`config.mk`:
```
export PLATFORM = sky130hd
export DESIGN_NAME = lsu
export DESIGN_NICKNAME = d
export VERILOG_FILES = /design/src/rtl/lsu_pkg.sv /design/src/rtl/lsu_load_align.sv /design/src/rtl/lsu.sv
export SDC_FILE = /design/constraint.sdc
export NUM_CORES = 1
export LEC_CHECK = 0
export CAP_MARGIN = 20
export CORE_ASPECT_RATIO = 2
export CORE_MARGIN = 10
export CORE_UTILIZATION = 38
export DETAILED_ROUTE_END_ITERATION = 16
export HOLD_SLACK_MARGIN = 0.08
export PLACE_DENSITY = 0.71
export SYNTH_ARGS = -nofsm -noshare
export SYNTH_HDL_FRONTEND = slang
export SYNTH_SLANG_ARGS = --single-unit
```
`constraint.sdc`:
```
create_clock -name clk -period 2.45 [get_ports clk]
set_clock_uncertainty 0.05 [all_clocks]
set_input_delay 0.49 -clock clk [delete_from_list [all_inputs] [get_ports clk]]
set_output_delay 0.49 -clock clk [all_outputs]
set_load 0.01 [all_outputs]
```
`src/rtl/lsu_pkg.sv`:
```
// Shared definitions for the load/store unit: RV32I widths, opcodes, funct3 codes,
// FSM state encoding and the access legality check.
package lsu_pkg;

    localparam int OPCODE_WIDTH = 7;
    localparam int FUNCT3_WIDTH = 3;
    localparam int DATA_WIDTH   = 32;

    localparam logic [OPCODE_WIDTH-1:0] OP_LOAD  = 7'b0000011;
    localparam logic [OPCODE_WIDTH-1:0] OP_STORE = 7'b0100011;

    localparam logic [FUNCT3_WIDTH-1:0] F3_B  = 3'd0;
    localparam logic [FUNCT3_WIDTH-1:0] F3_H  = 3'd1;
    localparam logic [FUNCT3_WIDTH-1:0] F3_W  = 3'd2;
    localparam logic [FUNCT3_WIDTH-1:0] F3_BU = 3'd4;
    localparam logic [FUNCT3_WIDTH-1:0] F3_HU = 3'd5;

    typedef enum logic [1:0] {
        ST_IDLE = 2'd0,
        ST_REQ  = 2'd1,
        ST_WAIT = 2'd2,
        ST_RESP = 2'd3
    } lsu_state_e;

    // Legal funct3 for the access direction and naturally aligned address.
    function automatic logic access_ok(input logic is_store,
                                       input logic [FUNCT3_WIDTH-1:0] funct3,
                                       input logic [1:0] addr_lo);
        logic ok;
        case (funct3)
            F3_B:    ok = 1'b1;
            F3_H:    ok = ~addr_lo[0];
            F3_W:    ok = (addr_lo == 2'b00);
            F3_BU:   ok = ~is_store;
            F3_HU:   ok = ~is_store & ~addr_lo[0];
            default: ok = 1'b0;
        endcase
        return ok;
    endfunction

endpackage

```
`src/rtl/lsu_load_align.sv`:
```
// Load data alignment: selects the addressed lane of the read word and
// sign- or zero-extends it according to funct3.
module lsu_load_align
    import lsu_pkg::*;
(
    input  logic [DATA_WIDTH-1:0]   rdata,
    input  logic [1:0]              offset,
    input  logic [FUNCT3_WIDTH-1:0] funct3,
    output logic [DATA_WIDTH-1:0]   result
);

    logic [DATA_WIDTH-1:0] lane;

    always_comb begin
        lane = rdata >> {offset, 3'b000};
        case (funct3)
            F3_B:    result = {{24{lane[7]}}, lane[7:0]};
            F3_H:    result = {{16{lane[15]}}, lane[15:0]};
            F3_W:    result = lane;
            F3_BU:   result = {24'b0, lane[7:0]};
            F3_HU:   result = {16'b0, lane[15:0]};
            default: result = '0;
        endcase
    end

endmodule

```
`src/rtl/lsu.sv`:
```
// Single-outstanding RV32I load/store unit on a req/gnt/rvalid memory port.
// Optional REQ/WAIT abort timer is enabled by defining LSU_TIMEOUT_EN.
//
// state | meaning
// IDLE  | ready for a new access
// REQ   | mem_req asserted, waiting for mem_gnt
// WAIT  | load granted, waiting for mem_rvalid
// RESP  | one-cycle response pulse toward writeback
module lsu
    import lsu_pkg::*;
#(
    parameter int unsigned TIMEOUT_CYCLES = 255
) (
    input  logic                    clk,
    input  logic                    rst_n,
    input  logic                    req_valid,
    output logic                    req_ready,
    input  logic [OPCODE_WIDTH-1:0] opcode,
    input  logic [FUNCT3_WIDTH-1:0] funct3,
    input  logic [DATA_WIDTH-1:0]   addr,
    input  logic [DATA_WIDTH-1:0]   wdata,
    output logic                    mem_req,
    output logic                    mem_we,
    output logic [DATA_WIDTH-1:0]   mem_addr,
    output logic [3:0]              mem_wstrb,
    output logic [DATA_WIDTH-1:0]   mem_wdata,
    input  logic                    mem_gnt,
    input  logic                    mem_rvalid,
    input  logic [DATA_WIDTH-1:0]   mem_rdata,
    output logic                    resp_valid,
    output logic [DATA_WIDTH-1:0]   resp_rdata,
    output logic                    resp_err
);

    lsu_state_e state_q, state_d;

    logic                    xfer;
    logic                    is_load_in;
    logic                    is_store_in;
    logic                    legal_in;
    logic [3:0]              wstrb_in;
    logic [DATA_WIDTH-1:0]   wdata_in;

    logic                    store_q;
    logic [FUNCT3_WIDTH-1:0] funct3_q;
    logic [1:0]              offset_q;
    logic [DATA_WIDTH-3:0]   word_q;
    logic [3:0]              wstrb_q;
    logic [DATA_WIDTH-1:0]   wdata_q;
    logic                    err_q;
    logic [DATA_WIDTH-1:0]   rdata_q;
    logic [DATA_WIDTH-1:0]   load_result;
    logic                    timeout_fire;

    assign xfer        = req_valid && (state_q == ST_IDLE);
    assign is_load_in  = (opcode == OP_LOAD);
    assign is_store_in = (opcode == OP_STORE);
    assign legal_in    = access_ok(is_store_in, funct3, addr[1:0]);

`ifdef LSU_TIMEOUT_EN
    localparam int CNT_W = ($clog2(TIMEOUT_CYCLES + 1) > 8) ? $clog2(TIMEOUT_CYCLES + 1) : 8;

    logic [CNT_W-1:0] cnt_q;
    logic             busy;

    assign busy = (state_q == ST_REQ) || (state_q == ST_WAIT);

    // Last permitted busy cycle; a gnt/rvalid arriving here still completes normally.
    assign timeout_fire = busy && (cnt_q == CNT_W'(TIMEOUT_CYCLES - 1)) &&
                          !((state_q == ST_REQ && mem_gnt) || (state_q == ST_WAIT && mem_rvalid));

    always_ff @(posedge clk or negedge rst_n) begin
        if (!rst_n) begin
            cnt_q <= '0;
        end else if (busy) begin
            cnt_q <= cnt_q + 1'b1;
        end else begin
            cnt_q <= '0;
        end
    end
`else
    logic unused_timeout;

    assign timeout_fire   = 1'b0;
    assign unused_timeout = ^TIMEOUT_CYCLES;
`endif

    always_comb begin
        case (funct3[1:0])
            2'd0: begin
                wstrb_in = 4'b0001 << addr[1:0];
                wdata_in = {4{wdata[7:0]}};
            end
            2'd1: begin
                wstrb_in = 4'b0011 << {addr[1], 1'b0};
                wdata_in = {2{wdata[15:0]}};
            end
            default: begin
                wstrb_in = 4'b1111;
                wdata_in = wdata;
            end
        endcase
    end

    lsu_load_align u_load_align (
        .rdata  (mem_rdata),
        .offset (offset_q),
        .funct3 (funct3_q),
        .result (load_result)
    );

    always_ff @(posedge clk or negedge rst_n) begin
        if (!rst_n) begin
            state_q <= ST_IDLE;
        end else begin
            state_q <= state_d;
        end
    end

    always_comb begin
        state_d = state_q;
        case (state_q)
            ST_IDLE: begin
                if (xfer && (is_load_in || is_store_in)) begin
                    state_d = legal_in ? ST_REQ : ST_RESP;
                end
            end
            ST_REQ: begin
                if (mem_gnt) begin
                    state_d = store_q ? ST_RESP : ST_WAIT;
                end else if (timeout_fire) begin
                    state_d = ST_RESP;
                end
            end
            ST_WAIT: begin
                if (mem_rvalid || timeout_fire) begin
                    state_d = ST_RESP;
                end
            end
            default: state_d = ST_IDLE;
        endcase
    end

    always_comb begin
        req_ready  = (state_q == ST_IDLE);
        mem_req    = (state_q == ST_REQ);
        mem_we     = mem_req && store_q;
        mem_addr   = mem_req ? {word_q, 2'b00} : '0;
        mem_wstrb  = mem_we ? wstrb_q : '0;
        mem_wdata  = mem_we ? wdata_q : '0;
        resp_valid = (state_q == ST_RESP);
        resp_rdata = resp_valid ? rdata_q : '0;
        resp_err   = resp_valid && err_q;
    end

    always_ff @(posedge clk or negedge rst_n) begin
        if (!rst_n) begin
            store_q  <= 1'b0;
            funct3_q <= '0;
            offset_q <= '0;
            word_q   <= '0;
            wstrb_q  <= '0;
            wdata_q  <= '0;
            err_q    <= 1'b0;
            rdata_q  <= '0;
        end else if (xfer) begin
            store_q  <= is_store_in;
            funct3_q <= funct3;
            offset_q <= addr[1:0];
            word_q   <= addr[DATA_WIDTH-1:2];
            wstrb_q  <= wstrb_in;
            wdata_q  <= wdata_in;
            err_q    <= ~legal_in;
            rdata_q  <= '0;
        end else if (state_q == ST_WAIT && mem_rvalid) begin
            rdata_q <= load_result;
        end else if (timeout_fire) begin
            err_q   <= 1'b1;
            rdata_q <= '0;
        end
    end

endmodule

```
==> results of run 1 <==
[flip-flops by register name, summed over array words and instances, names as in the netlist]
register,count
err_q,1
funct3_q,3
offset_q,2
rdata_q,32
state_q,2
store_q,1
wdata_q,32
word_q,30
wstrb_q,4
[per-stage QoR]
step | hold slack [ps] | total power (µW) | setup WS, ps | util [%] | instance area, µm²
floorplan | 144 | 4970 | 382 | - | 5710
global placement | 399 | 6400 | 67.6 | 55.1 | 8170
detailed placement | 406 | 6560 | 43.6 | 55.1 | 8170
CTS | 108 | 7890 | -3.99 | 56.6 | 8390
global route | 125 | 8390 | 3.56 | 56.8 | 8420
finish | 94.7 | 7810 | 83.0 | 56.8 | 8420
[final timing paths]
path / from / endpoint / slack (ps) / cells after the start
max in group asynchronous: rst_n / word_q[1]$_DFFE_PN0P_ / 1620 / 2
max: state_q[0]$_DFFE_PN0P_ / resp_rdata[13] / 80 / 4
min in group clk: word_q[14]$_DFFE_PN0P_ / word_q[14]$_DFFE_PN0P_ / 420 / 2
min: rst_n / rdata_q[3]$_DFFE_PN0P_ / 90 / 1
max reg2reg: offset_q[0]$_DFFE_PN0P_ / rdata_q[25]$_DFFE_PN0P_ / 310 / 5
min reg2reg: word_q[14]$_DFFE_PN0P_ / word_q[14]$_DFFE_PN0P_ / 420 / 2
[cells by family (layout without fill, tap and decap cells)]
group	after synthesis	in the layout	share of synthesized area, %
flops	107	107	46.9
mux	51	51	9.25
compound gates	90	90	10.3
buf+inv	55	262	4.21
simple gates	334	334	28.4
fa+ha+maj	4	4	0.877
other cells	1	2	0.0657
[critical path: cells and delay by family (launching register included)]
kind,cells,cell delay (ps)
flip-flops,1,410
AND/OR/NAND/NOR,1,150
buffers and inverters,2,700
adder cells (fa/ha/maj),1,220
[what timing repair did]
item,CTS,global route
resized for setup,73,13
pin swaps,0,0
gates cloned,0,0
buffers inserted,1,0
setup endpoints to repair,83,30
endpoints found under the hold margin,0,0
[power by group through the flow]
stage                     Sequential (µW)  Combinational (µW)  Clock, µW
after floorplan                      2890                2080          0
after global placement               3080                3330          0
after detailed placement             3110                3450          0
after CTS                            3090                3370       1430
after global routing                 3190                3700       1500
final                                3090                3330       1390
[cell type report]
type                            instances  share of cell area (%)
Multi-Input combinational cell        481                    33.4
Sequential cell                       107                    31.8
Timing Repair Buffer                  240                    28.3
Tap cell                              195                    2.90
Clock buffer                           11                    2.88
Clock inverter                          5                   0.446
Inverter                                6                   0.267
[layer usage]
metal / vias up / routed length (µm) / GRT usage (%)
met5: - / 0 / 0
met4: 0 / 956 / 9.55
met3: 38 / 1020 / 4.66
met2: 182 / 11900 / 38.2
met1: 2603 / 7310 / 19.4
li1: 2554 / - / -
[placed cells by master (no fill, tap or decap), types with 2 or more instances in the layout]
| cell type | count |
|---|---|
| clkdlybuf4s50_1 | 131 |
| clkinvlp_4 | 2 |
| or3b_1 | 2 |
| nor3_1 | 2 |
| or4_1 | 2 |
| a22oi_1 | 2 |
| and2_1 | 72 |
| nand2b_1 | 5 |
| nand2_1 | 176 |
| conb_1 | 2 |
| nor2b_1 | 2 |
| nor2_1 | 18 |
| nand3b_1 | 2 |
| nand3_1 | 7 |
| ha_1 | 2 |
| or2_2 | 2 |
| dlymetal6s2s_1 | 11 |
| buf_4 | 19 |
| mux2i_1 | 40 |
| inv_1 | 6 |
| a22o_1 | 7 |
| dfrtp_1 | 106 |
| dlygate4sd2_1 | 70 |
| o22ai_1 | 2 |
| a21oi_1 | 13 |
| mux2_2 | 10 |
| and3_1 | 36 |
| nor4_1 | 2 |
| a221o_1 | 17 |
| o21ai_1 | 2 |
| o21ai_0 | 40 |
| buf_12 | 8 |
| clkbuf_16 | 9 |
==> flow_summary.json, run 1 <==
{
  "tritoncts": "built",
  "synth_edf_count": 0,
  "cp.required_ps": 1910,
  "grt_pass1_vias": 5755,
  "initial_core_util_pct": 38.5,
  "ys_warn_count": 0,
  "fillers": 1430,
  "diodes": 0,
  "cp_data_arrival_time_ps": 1830,
  "fin_cells": 1045,
  "hp-class": "input pin to async pin",
  "core_mm2": 0.0148,
  "fin_crit_ps": 2370,
  "synth_area_mm2": 0.00571,
  "cts_htree_levels": 3,
  "rsz0062_at_grt": "no",
  "switching_power_uw": 2970,
  "internal-power_uw": 4840,
  "place.gp.congestion": 0.926,
  "fin_crit_sh_pct": 96.6,
  "ys_async_sr_fraction_pct": 100,
  "path_max_fanout": 23,
  "path_cells": "ha_2 -> buf_8 -> and2_1 -> clkdlybuf4s50_1",
  "cp_slowest_stage_delay_ps": 540,
  "synth_top_cell_by_area": "dfrtp_1",
  "synthTopCellsByArea": "dfrtp_1 (47%), nand2_1 (12%), and2_1 (8.0%)",
  "status": "finished, final reports clean",
  "ys_top_cells_by_count": "nand2_1 (177), dfrtp_1 (107), and2_1 (73), mux2i_1 (40), o21ai_0 (40)",
  "pwr-share-seq_pct": 39.6,
  "synth_ff_type": "dfrtp_1",
  "grt_max_degree": 99,
  "critPathSlowestCell": "clkdlybuf4s50_1",
  "row_count": 63,
  "clk_transition_reported_paths_ps": 70,
  "nNetsFinal": 960,
  "swShare_pct": 38.0,
  "maxSlewHeadroom_pct": 52.2,
  "syn_area_per_cell_um2": 8.89,
  "wl_per_cell_um": 20.3,
  "syn2layout_area_growth_pct": 47.6,
  "ff_latch_area_mm2": 0.00268,
  "power.density_mw_per_mm2": 928,
  "drc": 0,
  "dpl.cell_count": 1028,
  "multiInputGateArea_mm2": 0.00282,
  "cts_sinks": 107,
  "io_pins": 216,
  "die_h_um": 193,
  "grt_usage_pct": 20.2,
  "cts_root_buf": "clkbuf_16",
  "synthDominantCellAreaShare_pct": 46.9,
  "crit_type": "flip-flop to output pin",
  "insertion_delay_ps": 340,
  "ys_seq_area_share_pct": 46.9,
  "setup.worst_path.start_class": "flip-flop",
  "clock_path_buffers": 2,
  "fin_setup_tns_ps": 0,
  "clock.fmax_mhz": 422,
  "grt_overflow": 0,
  "grt_pass1_wl_mm": 32.8,
  "vdd_drop_max_uv": 468,
  "endpoint_kind": "output pin",
  "die_area_mm2": 0.0206,
  "drv_slew": 0,
  "worstMarginPinSlew_ps": 714,
  "comb_power_share_pct": 42.6,
  "drive_gt1_share_pct": 7.41,
  "synthDistinctLibCells": 42,
  "cts-hold-fix-buffers": 0,
  "die_x_um": 107,
  "wirelength_mm": 21.2,
  "setup_viol": 0,
  "port_buffers": 213,
  "grt_antenna_before_repair": 0,
  "cap_violations": 0,
  "p_leak_uw": 0.00447,
  "final_hold_viol_count": 0,
  "vias_per_cell": 5.15,
  "power.share.clock_pct": 17.8,
  "hpwl_mm": 16.5,
  "antenna_left": 0,
  "drt_iter0_drc": 232,
  "ys_seq_elements": 107,
  "yosys.cell_count.top_type": "nand2_1",
  "vias": 5377,
  "cts_made_buffers": 9,
  "dr.pass1.iters": 5,
  "netlist_instances": 642
}
Note: power is estimated with default switching activity, not from simulation.
==> run 2: changes to the inputs <==
--- a/config.mk
+++ b/config.mk
@@ -6,7 +6,6 @@
 export NUM_CORES = 1
 export LEC_CHECK = 0
 export CAP_MARGIN = 20
-export CORE_ASPECT_RATIO = 2
 export CORE_MARGIN = 10
 export CORE_UTILIZATION = 38
 export DETAILED_ROUTE_END_ITERATION = 16
==> flow_summary.json, run 2 (synthesis results as in run 1) <==
{
  "status": "finished, final reports clean",
  "die_x_um": 143,
  "cap_violations": 0,
  "postLayoutCoreUtil_pct": 57.5,
  "clk_transition_reported_paths_ps": 70,
  "critical-path-top-delay-family": "buffers and inverters",
  "syn2layout_area_growth_pct": 47.5,
  "wirelength_mm": 19.5,
  "diodes": 0,
  "grt_max_degree": 99,
  "grt_antenna_before_repair": 1,
  "clock_path_buffers": 2,
  "worstReg2RegStart": "state_q[0]$_DFFE_PN0P_",
  "worstMarginPinSlew_ps": 632,
  "cp_data_arrival_time_ps": 1840,
  "vias": 5244,
  "clock.fmax_mhz": 419,
  "final_hold_viol_count": 0,
  "grt_usage_pct": 18.8,
  "power.density_mw_per_mm2": 932,
  "path_cells": "ha_4 -> buf_12 -> and2_1 -> clkdlybuf4s50_1",
  "setup_viol": 0,
  "place.gp.congestion": 0.853,
  "wl_per_cell_um": 18.9,
  "hpwl_mm": 14.6,
  "fin_crit_sh_pct": 97.3,
  "insertion_delay_ps": 350,
  "grt_overflow": 0,
  "r2r_end": "rdata_q[28]$_DFFE_PN0P_",
  "die_area_mm2": 0.0203,
  "nNetsFinal": 955,
  "crit_buf_inv": 2,
  "initial_core_util_pct": 39.0,
  "cts_htree_levels": 3,
  "cts-hold-fix-buffers": 0,
  "grt_pass1_wl_mm": 30.4,
  "endpoint_kind": "output pin",
  "cp_slowest_stage_delay_ps": 550,
  "core_mm2": 0.0146,
  "final_cell_mix": "nand2_1 (176), clkdlybuf4s50_1 (127), dfrtp_1 (105), and2_1 (72), dlygate4sd2_1 (62)",
  "drive_gt1_share_pct": 6.98,
  "port_buffers": 213,
  "dr.pass1.iters": 5,
  "hp-class": "input pin to async pin",
  "rsz0062_at_grt": "no",
  "cts_made_buffers": 9,
  "critPathSlowestCell": "clkdlybuf4s50_1",
  "cts_root_buf": "clkbuf_16",
  "die_h_um": 143,
  "worstRegToRegCells": 6,
  "fin_crit_ps": 2380,
  "setup.worst_path.start_class": "flip-flop",
  "drt_iter0_drc": 322,
  "regToRegSetupSlack_ps": 210,
  "cts_sinks": 107,
  "vias_per_cell": 5.10,
  "largest_registers": "rdata_q: 32 flops, wdata_q: 32 flops, word_q: 30 flops",
  "row_count": 44,
  "cp.required_ps": 1910,
  "antenna_left": 0,
  "vdd_drop_max_uv": 557,
  "final_common_cell": "nand2_1",
  "fillers": 1320,
  "postCtsSetupBuffers": 0,
  "maxSlewHeadroom_pct": 57.8,
  "io_pins": 216,
  "fin_setup_tns_ps": 0,
  "p_leak_uw": 0.00463,
  "tritoncts": "built",
  "path_max_fanout": 32,
  "drc": 0,
  "grt_pass1_vias": 5597,
  "crit_type": "flip-flop to output pin",
  "drv_slew": 0
}
==> run 2: cell types whose count changed in the layout (fill, tap and decap cells not counted), moves of 3 or more <==
cell,delta
buf_4,-3
clkdlybuf4s50_1,-4
dlygate4sd2_1,-8
dlymetal6s2s_1,+12
==> run 2: repair_timing <==
action,CTS,global route
gates cloned,0,0
gates resized for setup,64,27
endpoints found under the setup margin,99,38
pin swaps,0,0
==> run 2: routing by layer <==
metal	vias up	routed length [µm]	global-route usage [%]
met5	-	10	0
met4	2	287	5.70
met3	17	2210	9.01
met2	186	9240	31.1
met1	2492	7750	21.2
li1	2547	-	-
==> run 2: worst max-delay path by stage <==
stage	slack (ps)	startpoint	to	depth (start not counted)
after floorplan	380	state_q[0]$_DFFE_PN0P_	rdata_q[23]$_DFFE_PN0P_	9
after global placement	110	req_valid	rdata_q[24]$_DFFE_PN0P_	5
after detailed placement	20	req_valid	rdata_q[31]$_DFFE_PN0P_	5
after CTS	-100	state_q[0]$_DFFE_PN0P_	resp_rdata[10]	4
after global routing	3	state_q[0]$_DFFE_PN0P_	resp_rdata[19]	4
final	70	state_q[0]$_DFFE_PN0P_	resp_rdata[30]	4
==> run 2: stage by stage <==
stage	cell area [µm²]	power (µW)	hold WS, ps	cells	worst slack [ps]
floorplan	5710	4970	144	643	382
global placement	8120	6350	399	1013	107
detailed placement	8120	6490	404	1013	18.5
CTS	8350	7900	118	1029	-101
global route	8420	8430	150	1029	3.00
finish	8420	7840	98.6	1029	65.4
==> run 2: power breakdown <==
group | internal [µW] | switching, µW
clock network | 802 | 675
logic | 1530 | 1760
registers | 2580 | 489
==> run 2: area by class of cell <==
class / instances / area (µm²) / share of cell area [%]
Clock inverter: 5 / 62.6 / 0.743
Multi-Input combinational cell: 481 / 2830 / 33.6
Inverter: 6 / 22.5 / 0.268
Sequential cell: 107 / 2680 / 31.8
Tap cell: 184 / 230 / 2.74
Clock buffer: 11 / 233 / 2.77
Timing Repair Buffer: 235 / 2360 / 28.1
